$ cat config.mk
export PLATFORM = sky130hd
export DESIGN_NAME = control_unit_pipe
export DESIGN_NICKNAME = d
export VERILOG_FILES = /design/src/rtl/control_unit_pipe.sv
export SDC_FILE = /design/constraint.sdc
export NUM_CORES = 1
export LEC_CHECK = 0
export BUFFER_PORTS_ARGS = -buffer_cell sky130_fd_sc_hd__buf_2
export CORE_UTILIZATION = 40
export DETAILED_ROUTE_END_ITERATION = 16
export PLACE_DENSITY = 0.73
export SETUP_SLACK_MARGIN = 0.02
export SYNTH_ARGS = -nofsm -noshare
export SYNTH_HDL_FRONTEND = slang
export SYNTH_SLANG_ARGS = --single-unit
export TNS_END_PERCENT = 10
$ cat constraint.sdc
create_clock -name clk -period 0.8 [get_ports clk]
set_input_delay 0.16 -clock clk [delete_from_list [all_inputs] [get_ports clk]]
set_output_delay 0.16 -clock clk [all_outputs]
set_load 0.05 [all_outputs]
$ cat src/rtl/control_unit_pipe.sv
// control_unit_pipe: registered ID-stage control decoder with valid/ready, stall, flush and illegal flag.
// Optional multi-cycle multiply sequencer is enabled by defining CU_MUL_EN.
module control_unit_pipe #(
  parameter int CMD_W      = 4,
  parameter int MUL_CYCLES = 3
) (
  input  logic             clk,
  input  logic             rst_n,
  input  logic             in_valid,
  input  logic [1:0]       mode,
  input  logic [3:0]       op_code,
  input  logic             S_in,
  input  logic             is_mul,
  input  logic             stall_in,
  input  logic             flush_in,
  output logic             in_ready,
  output logic             out_valid,
  output logic [CMD_W-1:0] EXE_CMD,
  output logic             mem_read,
  output logic             mem_write,
  output logic             wb_en,
  output logic             S_out,
  output logic             B,
  output logic             illegal,
  output logic             busy
);
  localparam int CTL_W = CMD_W + 7;
  logic [3:0]       w_cmd;
  logic             w_mr, w_mw, w_wb, w_s, w_b, w_ill, w_acc;
  logic [CTL_W-1:0] w_dec, r_ctl;
  // table decode of {mode, op_code}; mode 10 is a branch, everything unlisted is illegal
  always_comb begin
    w_cmd = 4'd0;
    w_mr  = 1'b0;
    w_mw  = 1'b0;
    w_wb  = 1'b1;
    w_s   = S_in;
    w_b   = 1'b0;
    w_ill = 1'b0;
    case ({mode, op_code})
      6'b001101: w_cmd = 4'd1;
      6'b001111: w_cmd = 4'd9;
      6'b000100: w_cmd = 4'd2;
      6'b000101: w_cmd = 4'd3;
      6'b000010: w_cmd = 4'd4;
      6'b000110: w_cmd = 4'd5;
      6'b000000: w_cmd = 4'd6;
      6'b001100: w_cmd = 4'd7;
      6'b000001: w_cmd = 4'd8;
      6'b001010: begin w_cmd = 4'd4; w_s = 1'b1; w_wb = 1'b0; end
      6'b001000: begin w_cmd = 4'd6; w_s = 1'b1; w_wb = 1'b0; end
      6'b010100: begin w_cmd = 4'd2; w_s = 1'b0; w_mr = S_in; w_mw = !S_in; w_wb = S_in; end
      default: begin
        w_b   = mode == 2'b10;
        w_ill = mode != 2'b10;
        w_wb  = mode == 2'b10;
        w_s   = mode == 2'b10 ? S_in : 1'b0;
      end
    endcase
  end
  assign w_dec = {1'b1, CMD_W'(w_cmd), w_mr, w_mw, w_wb, w_s, w_b, w_ill};
  assign {out_valid, EXE_CMD, mem_read, mem_write, wb_en, S_out, B, illegal} = r_ctl;
`ifdef CU_MUL_EN
  localparam int CNT_W = $clog2(MUL_CYCLES + 1);
  typedef enum logic {IDLE, MUL_BUSY} state_t;
  state_t           r_state;
  logic [CNT_W-1:0] r_cnt;
  logic             r_mul_s, w_last;
  logic [CTL_W-1:0] w_nxt;
  logic             w_unused;
  assign w_unused = 1'b0;
  assign in_ready = !stall_in && r_state == IDLE;
  assign busy     = r_state == MUL_BUSY;
  assign w_acc    = in_valid && in_ready && !flush_in;
  assign w_last   = r_state == MUL_BUSY && r_cnt == CNT_W'(MUL_CYCLES - 1);
  // next control word: multiply issue, bubble while busy, or table decode
  always_comb begin
    w_nxt = '0;
    if (w_last)
      w_nxt = {1'b1, CMD_W'(4'd10), 3'b001, r_mul_s, 2'b00};
    else if (w_acc && is_mul && MUL_CYCLES == 1)
      w_nxt = {1'b1, CMD_W'(4'd10), 3'b001, S_in, 2'b00};
    else if (w_acc && !is_mul)
      w_nxt = w_dec;
  end
  // flush beats stall beats load; the sequencer advances only on unstalled cycles
  always_ff @(posedge clk or negedge rst_n) begin
    if (!rst_n) begin
      r_ctl   <= '0;
      r_state <= IDLE;
      r_cnt   <= '0;
      r_mul_s <= 1'b0;
    end else if (flush_in) begin
      r_ctl   <= '0;
      r_state <= IDLE;
      r_cnt   <= '0;
    end else if (!stall_in) begin
      r_ctl <= w_nxt;
      if (w_last) begin
        r_state <= IDLE;
        r_cnt   <= '0;
      end else if (r_state == MUL_BUSY) begin
        r_cnt <= r_cnt + CNT_W'(1);
      end else if (w_acc && is_mul && MUL_CYCLES > 1) begin
        r_state <= MUL_BUSY;
        r_cnt   <= CNT_W'(1);
        r_mul_s <= S_in;
      end
    end
  end
`else
  logic w_unused;
  assign w_unused = is_mul ^ (MUL_CYCLES == 0);
  assign in_ready = !stall_in;
  assign busy     = 1'b0;
  assign w_acc    = in_valid && in_ready && !flush_in;
  // flush beats stall beats load; idle cycles turn into bubbles
  always_ff @(posedge clk or negedge rst_n) begin
    if (!rst_n)
      r_ctl <= '0;
    else if (flush_in)
      r_ctl <= '0;
    else if (!stall_in)
      r_ctl <= w_acc ? w_dec : '0;
  end
`endif
endmodule
==> flow_metrics.py <==
metrics = {
    "place": {
        "port_buffers": 23,
        "place.gp.congestion": 0.798,
        "dpl_worst_slack_ps": -437,
        "place_hpwl_mm": 1.28,
    },
    "sta": {
        "setup_ws_ps": -200,
        "fin_setup_tns_ps": -2880,
        "fin_crit_ps": 1000,
        "final-setup-viol-count": 21,
        "fmax_mhz": 1000,
        "fin_worst_skew_ps": 0,
        "rsz0062_at_grt": "true",
        "finalMaxSlewViolations": 0,
        "finalCritPeriodShare_pct": 125,
        "finalHoldViolations": 0,
    },
    "detailed_routing": {
        "wl_per_cell_um": 14.7,
        "drtIter0Drc": 10,
        "wirelength_mm": 1.80,
        "ant_nets": 0,
        "vias": 663,
        "drt_pre_antenna_iters": 13,
        "viasPerCell": 5.39,
        "drc": 2,
    },
    "worst_setup_path": {
        "rrSetupSlack_ps": -20,
        "startpoint_type": "flip-flop",
        "cpPeakStageDelay_ps": 410,
        "cp_max_fo": 2,
        "crit_chain": "buf_6",
        "cp_num_buf_inv": 1,
        "worstSetupEndpointType": "output pin",
        "crit_slowest_cell": "dfrtp_1",
        "cp_top_family": "flip-flops",
        "reg2reg_depth": 2,
        "regToRegStartpoint": "r_ctl[3]$_DFFE_PN0P_",
        "critical_path_class": "reg -> out",
        "crit_arrival_ps": 840,
        "r2r_end": "r_ctl[3]$_DFFE_PN0P_",
        "crit_cells": 1,
        "cp.required_ps": 640,
    },
    "hold_path": {
        "hp-start": "S_in",
        "hold_path_end": "r_ctl[4]$_DFFE_PN0P_",
        "holdPathStages": 2,
        "hp-class": "in -> reg",
    },
    "power_and_ir_drop": {
        "powerDensity_mw_per_mm2": 1240,
        "peakVddDrop_v": 0.000560,
        "leakage_nw": 0.515,
    },
    "status": {
        "outcome": "finished, violations left",
        "violations": "DRC, setup timing",
    },
    "logic_synthesis": {
        "netlist.area_leader.share_pct": 39.2,
        "synth_enable_flop_cells": 0,
        "synth.most_common_cell": "dfrtp_1",
        "synth_cell_type_count": 28,
        "seq_area_frac_synth_pct": 39.2,
        "synthArstFlopShare_pct": 100,
        "yosysTopAreaCell": "dfrtp_1",
        "synth-main-ff-cell": "dfrtp_1",
        "synth.avg_cell_area_um2": 10.6,
        "synth_area_leaders": "dfrtp_1 (39%), buf_6 (6.4%), a22o_1 (5.0%), o21ai_0 (5.0%), a2111oi_4 (3.9%)",
        "ys_ff_latch": 11,
        "ys_top_cells_by_count": "dfrtp_1 (11), nand2_1 (7), o21ai_0 (7)",
        "synth_cells": 66,
        "yosysWarnings": 0,
        "synth_nets": 79,
        "syn_area_um2": 702,
    },
    "layout": {
        "area_delta_synth_final_pct": 52.8,
        "diodes": 0,
        "top_regs": "r_ctl: 11 flops",
        "fillers": 124,
        "drive_gt1_share_pct": 53.3,
        "fin_util_pct": 68.0,
        "largest_reg_flops": 11,
        "top_register": "r_ctl",
        "final_nets": 121,
    },
    "global_routing": {
        "grt-busiest-layer": "met2",
        "grtUsageTotal_pct": 19.8,
        "grt_max_degree": 12,
        "grt_use_met3_pct": 3.33,
        "antenna_found_initial": 0,
        "grt_pass1_wl_mm": 2.85,
        "use_met2_pct": 35.8,
        "grt-ovfl-total": 0,
        "grt_pass1_vias": 654,
        "grtUsageMet1_pct": 23.6,
    },
    "run": {
        "drv_cap": 0,
    },
    "die": {
        "coreArea_mm2": 0.00158,
        "dieArea_mm2": 0.00193,
        "die_w_um": 43.9,
        "die_y_um": 43.9,
        "start_util_pct": 44.5,
        "pin_count": 26,
        "rows": 14,
    },
    "clock_tree": {
        "path_clk_slew_ps": 80,
        "clockBufferDepth": 2,
        "clock-sinks": 11,
        "cts_tree": "done",
        "numCtsBuffers": 3,
        "clock_latency_ps": 270,
        "cts_root_buf": "clkbuf_4",
        "h-tree-depth": 1,
    },
}
## metrics by stage
step                      std cells  area (um2)  power (mW)  hold WS, ps
after floorplan                  66         702       0.785         -136
after global placement          116         898       0.895         37.9
after detailed placement        116         898       0.902         41.7
after CTS                       122        1040        1.31          122
after global routing            123        1070        1.39          127
final                           123        1070        1.33          121
## what timing repair did
item                       CTS  global route
pin swaps                    3             3
setup buffers                1             1
gates resized for setup     30             4
hold endpoints to repair    11             0
hold buffers                 1             0
setup endpoints to repair   22            22
## worst max-delay path by stage
stage                              start                    to
floorplan                     op_code[3]  r_ctl[3]$_DFFE_PN0P_
global placement              op_code[3]  r_ctl[3]$_DFFE_PN0P_
detailed placement            op_code[2]  r_ctl[3]$_DFFE_PN0P_
CTS                 r_ctl[7]$_DFFE_PN0P_            EXE_CMD[1]
global route        r_ctl[7]$_DFFE_PN0P_            EXE_CMD[1]
finish              r_ctl[7]$_DFFE_PN0P_            EXE_CMD[1]
## layout by cell type (no fill, tap or decap)
cell / n
a2111oi_4: 1
a21oi_1: 2
a22o_1: 4
a311oi_4: 1
a31oi_1: 1
a32o_1: 2
buf_2: 9
buf_4: 19
buf_6: 14
clkbuf_1: 1
clkbuf_4: 3
conb_1: 1
dfrtp_1: 11
dlygate4sd3_1: 1
inv_1: 3
nand2_1: 7
nand2b_1: 2
nand2b_2: 1
nand3_1: 2
nand3b_4: 1
nor2_1: 2
nor2_2: 1
nor2_4: 1
nor3_4: 1
nor3b_1: 1
nor4_4: 1
o21ai_0: 5
o21ai_1: 2
o21bai_1: 1
o31ai_2: 1
o41ai_2: 1
or3_2: 1
or3b_4: 1
xnor2_1: 2
## cell families (layout without fill, tap and decap cells)
kind of cell	Yosys count	in the layout	share of synthesized area [%]
other	1	1	0.534
buffers and inverters	9	50	11.1
AND/OR/NAND/NOR	22	22	21.4
XOR/XNOR	2	2	2.50
flip-flops	11	11	39.2
AO/OA/AOI/OAI	21	21	25.3
## power by group
part	internal, mW	switching [mW]
Sequential	0.567	0.00838
Clock	0.193	0.189
Combinational	0.159	0.213
Total	0.919	0.410
## per-layer routing
| metal | vias to the layer above | share of wire, % |
|---|---|---|
| li1 | 318 | - |
| met4 | 0 | 0.55 |
| met2 | 17 | 54 |
| met5 | - | 0 |
| met1 | 326 | 43 |
| met3 | 2 | 2.8 |
## final cells by class
class | count | area [um2] | share of cell area, %
sequential | 11 | 275 | 25.7
multi-input combinational | 46 | 384 | 35.8
timing repair buffer | 43 | 355 | 33.1
clock buffer | 4 | 26.3 | 2.45
tap | 16 | 20.0 | 1.87
inverter | 3 | 11.3 | 1.05
(Power assumes the default switching activity.)
